$ cat config.mk
export PLATFORM = sky130hd
export DESIGN_NAME = uart_tx_fifo
export DESIGN_NICKNAME = d
export VERILOG_FILES = /design/src/rtl/uart_tx_fifo.sv
export SDC_FILE = /design/constraint.sdc
export NUM_CORES = 1
export LEC_CHECK = 0
export CORE_ASPECT_RATIO = 1.2
export CORE_MARGIN = 2
export CORE_UTILIZATION = 40
export DETAILED_ROUTE_END_ITERATION = 16
export DONT_BUFFER_PORTS = 1
export MAX_ROUTING_LAYER = met4
export SYNTH_ARGS = -nofsm -noshare
export SYNTH_HDL_FRONTEND = slang
export SYNTH_SLANG_ARGS = --single-unit
$ cat constraint.sdc
create_clock -name clk -period 6.15 [get_ports clk]
set_input_delay 1.845 -clock clk [delete_from_list [all_inputs] [get_ports clk]]
set_output_delay 1.845 -clock clk [all_outputs]
set_load 0.02 [all_outputs]
$ cat src/rtl/uart_tx_fifo.sv
`default_nettype none
// ============================================================================
// Module  : uart_tx_fifo
// Brief   : UART transmitter with configurable frame format behind a TX FIFO.
// Rev     : 1.0
// ============================================================================
module uart_tx_fifo #(
  parameter int CLOCK_FREQ = 50000000,
  parameter int BAUD_RATE  = 9600,
  parameter int DATA_BITS  = 8,
  parameter int PARITY     = 0,
  parameter int STOP_BITS  = 1,
  parameter int FIFO_DEPTH = 16
) (
  input  logic                        clk,
  input  logic                        rst_n,
  input  logic                        wr_en,
  input  logic [DATA_BITS-1:0]        wr_data,
  output logic                        full,
  output logic                        empty,
  output logic [$clog2(FIFO_DEPTH):0] fifo_count,
  output logic                        overflow,
  output logic                        tx,
  output logic                        busy
);

  localparam int TICKS_PER_BIT = CLOCK_FREQ / BAUD_RATE;
  localparam int AW            = $clog2(FIFO_DEPTH);
  localparam int CW            = $clog2(TICKS_PER_BIT) + 1;
  localparam int BW            = $clog2(DATA_BITS + 1);

  localparam logic [CW-1:0] c_tick_last = CW'(TICKS_PER_BIT - 1);
  localparam logic [BW-1:0] c_data_last = BW'(DATA_BITS - 1);
  localparam logic [BW-1:0] c_stop_last = BW'(STOP_BITS - 1);
  localparam logic [AW:0]   c_depth     = (AW+1)'(FIFO_DEPTH);

  typedef enum logic [2:0] {
    S_IDLE   = 3'd0,
    S_START  = 3'd1,
    S_DATA   = 3'd2,
    S_PARITY = 3'd3,
    S_STOP   = 3'd4
  } state_t;

  logic [DATA_BITS-1:0] r_mem [FIFO_DEPTH];
  logic [AW-1:0]        r_wr_ptr;
  logic [AW-1:0]        r_rd_ptr;
  logic [AW:0]          r_count;
  logic                 r_overflow;

  state_t               r_state;
  logic [CW-1:0]        r_baud_cnt;
  logic [BW-1:0]        r_bit_cnt;
  logic [DATA_BITS-1:0] r_shift;
  logic                 r_parity;
  logic                 r_tx;
  logic                 r_busy;

  logic                 w_full;
  logic                 w_empty;
  logic                 w_push;
  logic                 w_pop;
  logic                 w_bit_end;
  logic                 w_frame_end;
  logic [DATA_BITS-1:0] w_head;
  logic                 w_head_parity;

  assign w_full      = (r_count == c_depth);
  assign w_empty     = (r_count == '0);
  assign w_push      = wr_en & ~w_full;
  assign w_head      = r_mem[r_rd_ptr];
  assign w_bit_end   = (r_baud_cnt == c_tick_last);
  assign w_frame_end = (r_state == S_STOP) && w_bit_end && (r_bit_cnt == c_stop_last);
  // The FIFO is drained from IDLE or straight out of the last stop bit, so frames abut.
  assign w_pop       = ~w_empty & ((r_state == S_IDLE) | w_frame_end);

  generate
    if (PARITY == 1) begin : g_parity_odd
      assign w_head_parity = ~^w_head;
    end else if (PARITY == 2) begin : g_parity_even
      assign w_head_parity = ^w_head;
    end else begin : g_parity_none
      assign w_head_parity = 1'b0;
    end
  endgenerate

  // Storage carries no reset; only the pointers define what is valid.
  always_ff @(posedge clk) begin
    if (w_push) begin
      r_mem[r_wr_ptr] <= wr_data;
    end
  end

  always_ff @(posedge clk or negedge rst_n) begin
    if (!rst_n) begin
      r_wr_ptr   <= '0;
      r_rd_ptr   <= '0;
      r_count    <= '0;
      r_overflow <= 1'b0;
    end else begin
      if (w_push) begin
        r_wr_ptr <= r_wr_ptr + 1'b1;
      end
      if (w_pop) begin
        r_rd_ptr <= r_rd_ptr + 1'b1;
      end
      case ({w_push, w_pop})
        2'b10:   r_count <= r_count + 1'b1;
        2'b01:   r_count <= r_count - 1'b1;
        default: r_count <= r_count;
      endcase
      r_overflow <= wr_en & w_full;
    end
  end

  always_ff @(posedge clk or negedge rst_n) begin
    if (!rst_n) begin
      r_state    <= S_IDLE;
      r_baud_cnt <= '0;
      r_bit_cnt  <= '0;
      r_shift    <= '0;
      r_parity   <= 1'b0;
      r_tx       <= 1'b1;
      r_busy     <= 1'b0;
    end else if (w_pop) begin
      r_state    <= S_START;
      r_baud_cnt <= '0;
      r_bit_cnt  <= '0;
      r_shift    <= w_head;
      r_parity   <= w_head_parity;
      r_tx       <= 1'b0;
      r_busy     <= 1'b1;
    end else begin
      case (r_state)
        S_IDLE: begin
          r_tx   <= 1'b1;
          r_busy <= 1'b0;
        end
        S_START: begin
          if (w_bit_end) begin
            r_state    <= S_DATA;
            r_baud_cnt <= '0;
            r_bit_cnt  <= '0;
            r_tx       <= r_shift[0];
          end else begin
            r_baud_cnt <= r_baud_cnt + 1'b1;
          end
        end
        S_DATA: begin
          if (w_bit_end) begin
            r_baud_cnt <= '0;
            if (r_bit_cnt == c_data_last) begin
              r_bit_cnt <= '0;
              if (PARITY != 0) begin
                r_state <= S_PARITY;
                r_tx    <= r_parity;
              end else begin
                r_state <= S_STOP;
                r_tx    <= 1'b1;
              end
            end else begin
              // tx is registered, so the next bit is taken from ahead of the shift.
              r_bit_cnt <= r_bit_cnt + 1'b1;
              r_shift   <= r_shift >> 1;
              r_tx      <= r_shift[1];
            end
          end else begin
            r_baud_cnt <= r_baud_cnt + 1'b1;
          end
        end
        S_PARITY: begin
          if (w_bit_end) begin
            r_state    <= S_STOP;
            r_baud_cnt <= '0;
            r_bit_cnt  <= '0;
            r_tx       <= 1'b1;
          end else begin
            r_baud_cnt <= r_baud_cnt + 1'b1;
          end
        end
        S_STOP: begin
          if (w_bit_end) begin
            r_baud_cnt <= '0;
            if (r_bit_cnt == c_stop_last) begin
              r_state   <= S_IDLE;
              r_bit_cnt <= '0;
              r_tx      <= 1'b1;
              r_busy    <= 1'b0;
            end else begin
              r_bit_cnt <= r_bit_cnt + 1'b1;
            end
          end else begin
            r_baud_cnt <= r_baud_cnt + 1'b1;
          end
        end
        default: begin
          r_state <= S_IDLE;
          r_tx    <= 1'b1;
          r_busy  <= 1'b0;
        end
      endcase
    end
  end

  assign full       = w_full;
  assign empty      = w_empty;
  assign fifo_count = r_count;
  assign overflow   = r_overflow;
  assign tx         = r_tx;
  assign busy       = r_busy;

endmodule
`default_nettype wire
==> flow_summary.yaml <==
synth:
  ys_ff_latch: 173
  yosysWarnings: 0
  synth_cell_type_count: 60
  synth-async-reset-ratio_pct: 26.0
  synth_area_um2: 7650
  yosysSeqAreaShare_pct: 65.0
  syn_avg_cell_area_um2: 15.0
  synth-edff-count: 128
  synthCells: 511
  synth_flop_cell: "edfxtp_1"
  syn-num-nets: 534
clock_network:
  cts_made_buffers: 17
  cts.repair.resized: 0
  cts-htree-levels: 4
  cts_tree: "built"
  cts_sinks: 173
  postCtsSetupBuffers: 0
  clock-root-buffer: "clkbuf_16"
  clk_latency_ns: 0.43
  cts_max_path_buffers: 2
  path_clk_slew_ns: 0.07
  holdBufCountCts: 0
die:
  rows: 55
  die_area_um2: 20200
  core_area_um2: 18800
  die_height_um: 155
  start_util_pct: 40.7
  chipWidth_um: 130
  num_io_pins: 21
sta:
  setup_violations: 0
  rsz0062_at_grt: "false"
  worst_pin_slew_ns: 1.23
  maxSlewHeadroom_pct: 17.7
  max_freq_mhz: 267
  fin_crit_sh_pct: 60.8
  slew_viol_final: 0
  setup_tns_ns: 0
  hold_viol_final: 0
  setup_ws_ns: 2.41
  period_minus_slack_ns: 3.74
  fin_skew_ns: 0.00934
power_and_ir_drop:
  ir_drop_uv: 197
  powerDensity_nw_per_um2: 427
  p_leak_nw: 2.88
route:
  drtPass1Iterations: 4
  routed_wl_mm: 15.5
  wl_met3_um: 492
  initialDrtViolationCount: 285
  top_layer_used: "met4"
  vias: 4152
  drc: 0
  wire_per_inst_um: 20.2
  wl_met1_mm: 6.43
  drtAntennaViolNets: 0
  via_per_inst: 5.39
  wl_met2_mm: 8.33
setup_path:
  regToRegEndpoint: "r_mem[1][0]"
  crit_end: "r_mem[1][0]"
  cp_slowest_stage_delay_ns: 0.99
  endpoint_kind: "flop"
  path_depth: 3
  path_class: "in -> reg"
  cp-startpoint: "wr_en"
  reg2reg_from: "fifo_count[1]"
  critPathLaunchType: "primary input"
  crit_fanout: 9
  reg2reg_depth: 5
  cp_data_required_time_ns: 6.18
  crit_path_top_delay_cell: "nor3_1"
  cp.arrival_ns: 3.77
  crit_chain: "nor2b_1 -> nand2_1 -> nor3_1"
  critPathTopFamily: "simple AND/OR/NAND/NOR gates"
  r2r_setup_slack_ns: 2.80
  cp.buffers_inverters: 0
status:
  status: "finished clean"
final_layout:
  final_common_cell: "edfxtp_1"
  design_area_um2: 8410
  mostFrequentLayoutCells: "edfxtp_1 (128), dfrtp_1 (43), nor2_1 (40)"
  layout-drive-gt1-share_pct: 16.9
  area_growth_pct: 10.0
  antenna_cells: 0
  nFillCells: 1645
  nets: 524
global_route:
  grt_pass1_vias: 4234
  antenna_found_initial: 0
  grt_overflow: 0
  grt_use_total_pct: 16.7
  grt_pass1_wl_mm: 24.1
  grt_max_degree: 46
placement:
  gp_congestion: 0.786
  place_ws_ns: 1.95
  dp_hpwl_mm: 10.7
  placed_area_um2: 7840
  io_buffers: 0
min_path:
  worstHoldStart: "r_shift[7]"
  hold_class: "reg -> reg"
  hold_path_depth: 2
flow_run:
  maxCapViolCount: 0
-- layout make-up --
cell class,instances,area (µm²),share of cell area [%]
clock buffers,17,425,5.06
clock inverters,15,151,1.80
inverters,14,52.6,0.625
multi-input cells,293,2480,29.4
flip-flops and latches,173,4970,59.1
well taps,256,320,3.81
repair buffers,2,15.0,0.178
-- flip-flops by register name, summed over array words and instances, names as in the netlist --
signal / flops
busy: 1
fifo_count: 5
overflow: 1
r_baud_cnt: 14
r_bit_cnt: 4
r_mem: 128
r_rd_ptr: 4
r_shift: 8
r_state: 3
r_wr_ptr: 4
tx: 1
-- cells in the mapped netlist, drive strengths merged (2+ instances only) --
cell	number	area share, %
nor3b	3	0.29
o211ai	9	0.95
nor4b	2	0.23
a31oi	6	0.49
a21oi	10	0.65
o31ai	3	0.47
a22oi	3	0.29
mux2	8	1.2
clkbuf	15	0.74
o22ai	7	0.57
dfrtp	44	14
nor3	17	1.2
or4	2	0.25
xor2	6	0.69
mux2i	13	1.7
nor2b	4	0.33
nand2b	4	0.33
and4	2	0.23
nor4	3	0.25
or2	2	0.16
o2bb2ai	2	0.31
and2	3	0.25
buf	16	1.2
nor2	41	2.2
nand4	6	0.57
mux4	33	9.7
xnor2	15	1.7
nand3	11	0.72
edfxtp	128	50
inv	14	0.69
or3	2	0.23
o21ai	22	1.4
ha	12	2.0
o41ai	2	0.23
nand2	27	1.3
-- power by group --
| part | switching [mW] | internal, mW | total (mW) |
|---|---|---|---|
| clock network | 0.493 | 0.540 | 1.03 |
| logic | 0.401 | 0.429 | 0.831 |
| registers | 0.285 | 1.44 | 1.73 |
-- per-layer routing --
| metal | track usage (%) | vias up |
|---|---|---|
| met5 | - | - |
| met1 | 19.4 | 2121 |
| met4 | 5.38 | 0 |
| met2 | 28.7 | 78 |
| li1 | - | 1935 |
| met3 | 3.65 | 18 |
-- metrics by stage --
step,utilization [%],hold WS (ns),total power [mW],std cells
finish,44.8,0.531,3.59,770
global route,44.8,0.557,3.78,770
CTS,44.8,0.537,3.63,770
detailed placement,41.7,0.528,2.60,738
global placement,41.7,0.516,2.56,738
floorplan,-,0.502,2.36,511
-- worst min-delay path, stage by stage, from the launching register on --
cell and delay [ns]:
dfrtp_1 0.38, nand2_1 0.06, o21ai_0 0.06
-- worst min path at each step --
stage,slack (ns),end
detailed placement,0.53,r_shift[7]
global route,0.56,r_shift[7]
CTS,0.54,r_shift[7]
finish,0.53,r_shift[7]
floorplan,0.50,r_shift[7]
global placement,0.52,r_shift[7]
-- kinds of logic (layout without fill, tap and decap cells) --
kind of cell / Yosys count / in the layout / synth area share (%)
compound gates: 72 / 72 / 6.30
mux: 54 / 54 / 12.6
flops: 173 / 173 / 65.0
simple gates: 133 / 133 / 8.98
xor+xnor: 21 / 21 / 2.40
buf+inv: 45 / 48 / 2.63
fa+ha+maj: 13 / 13 / 2.09
Note: power is estimated with default switching activity, not from simulation.
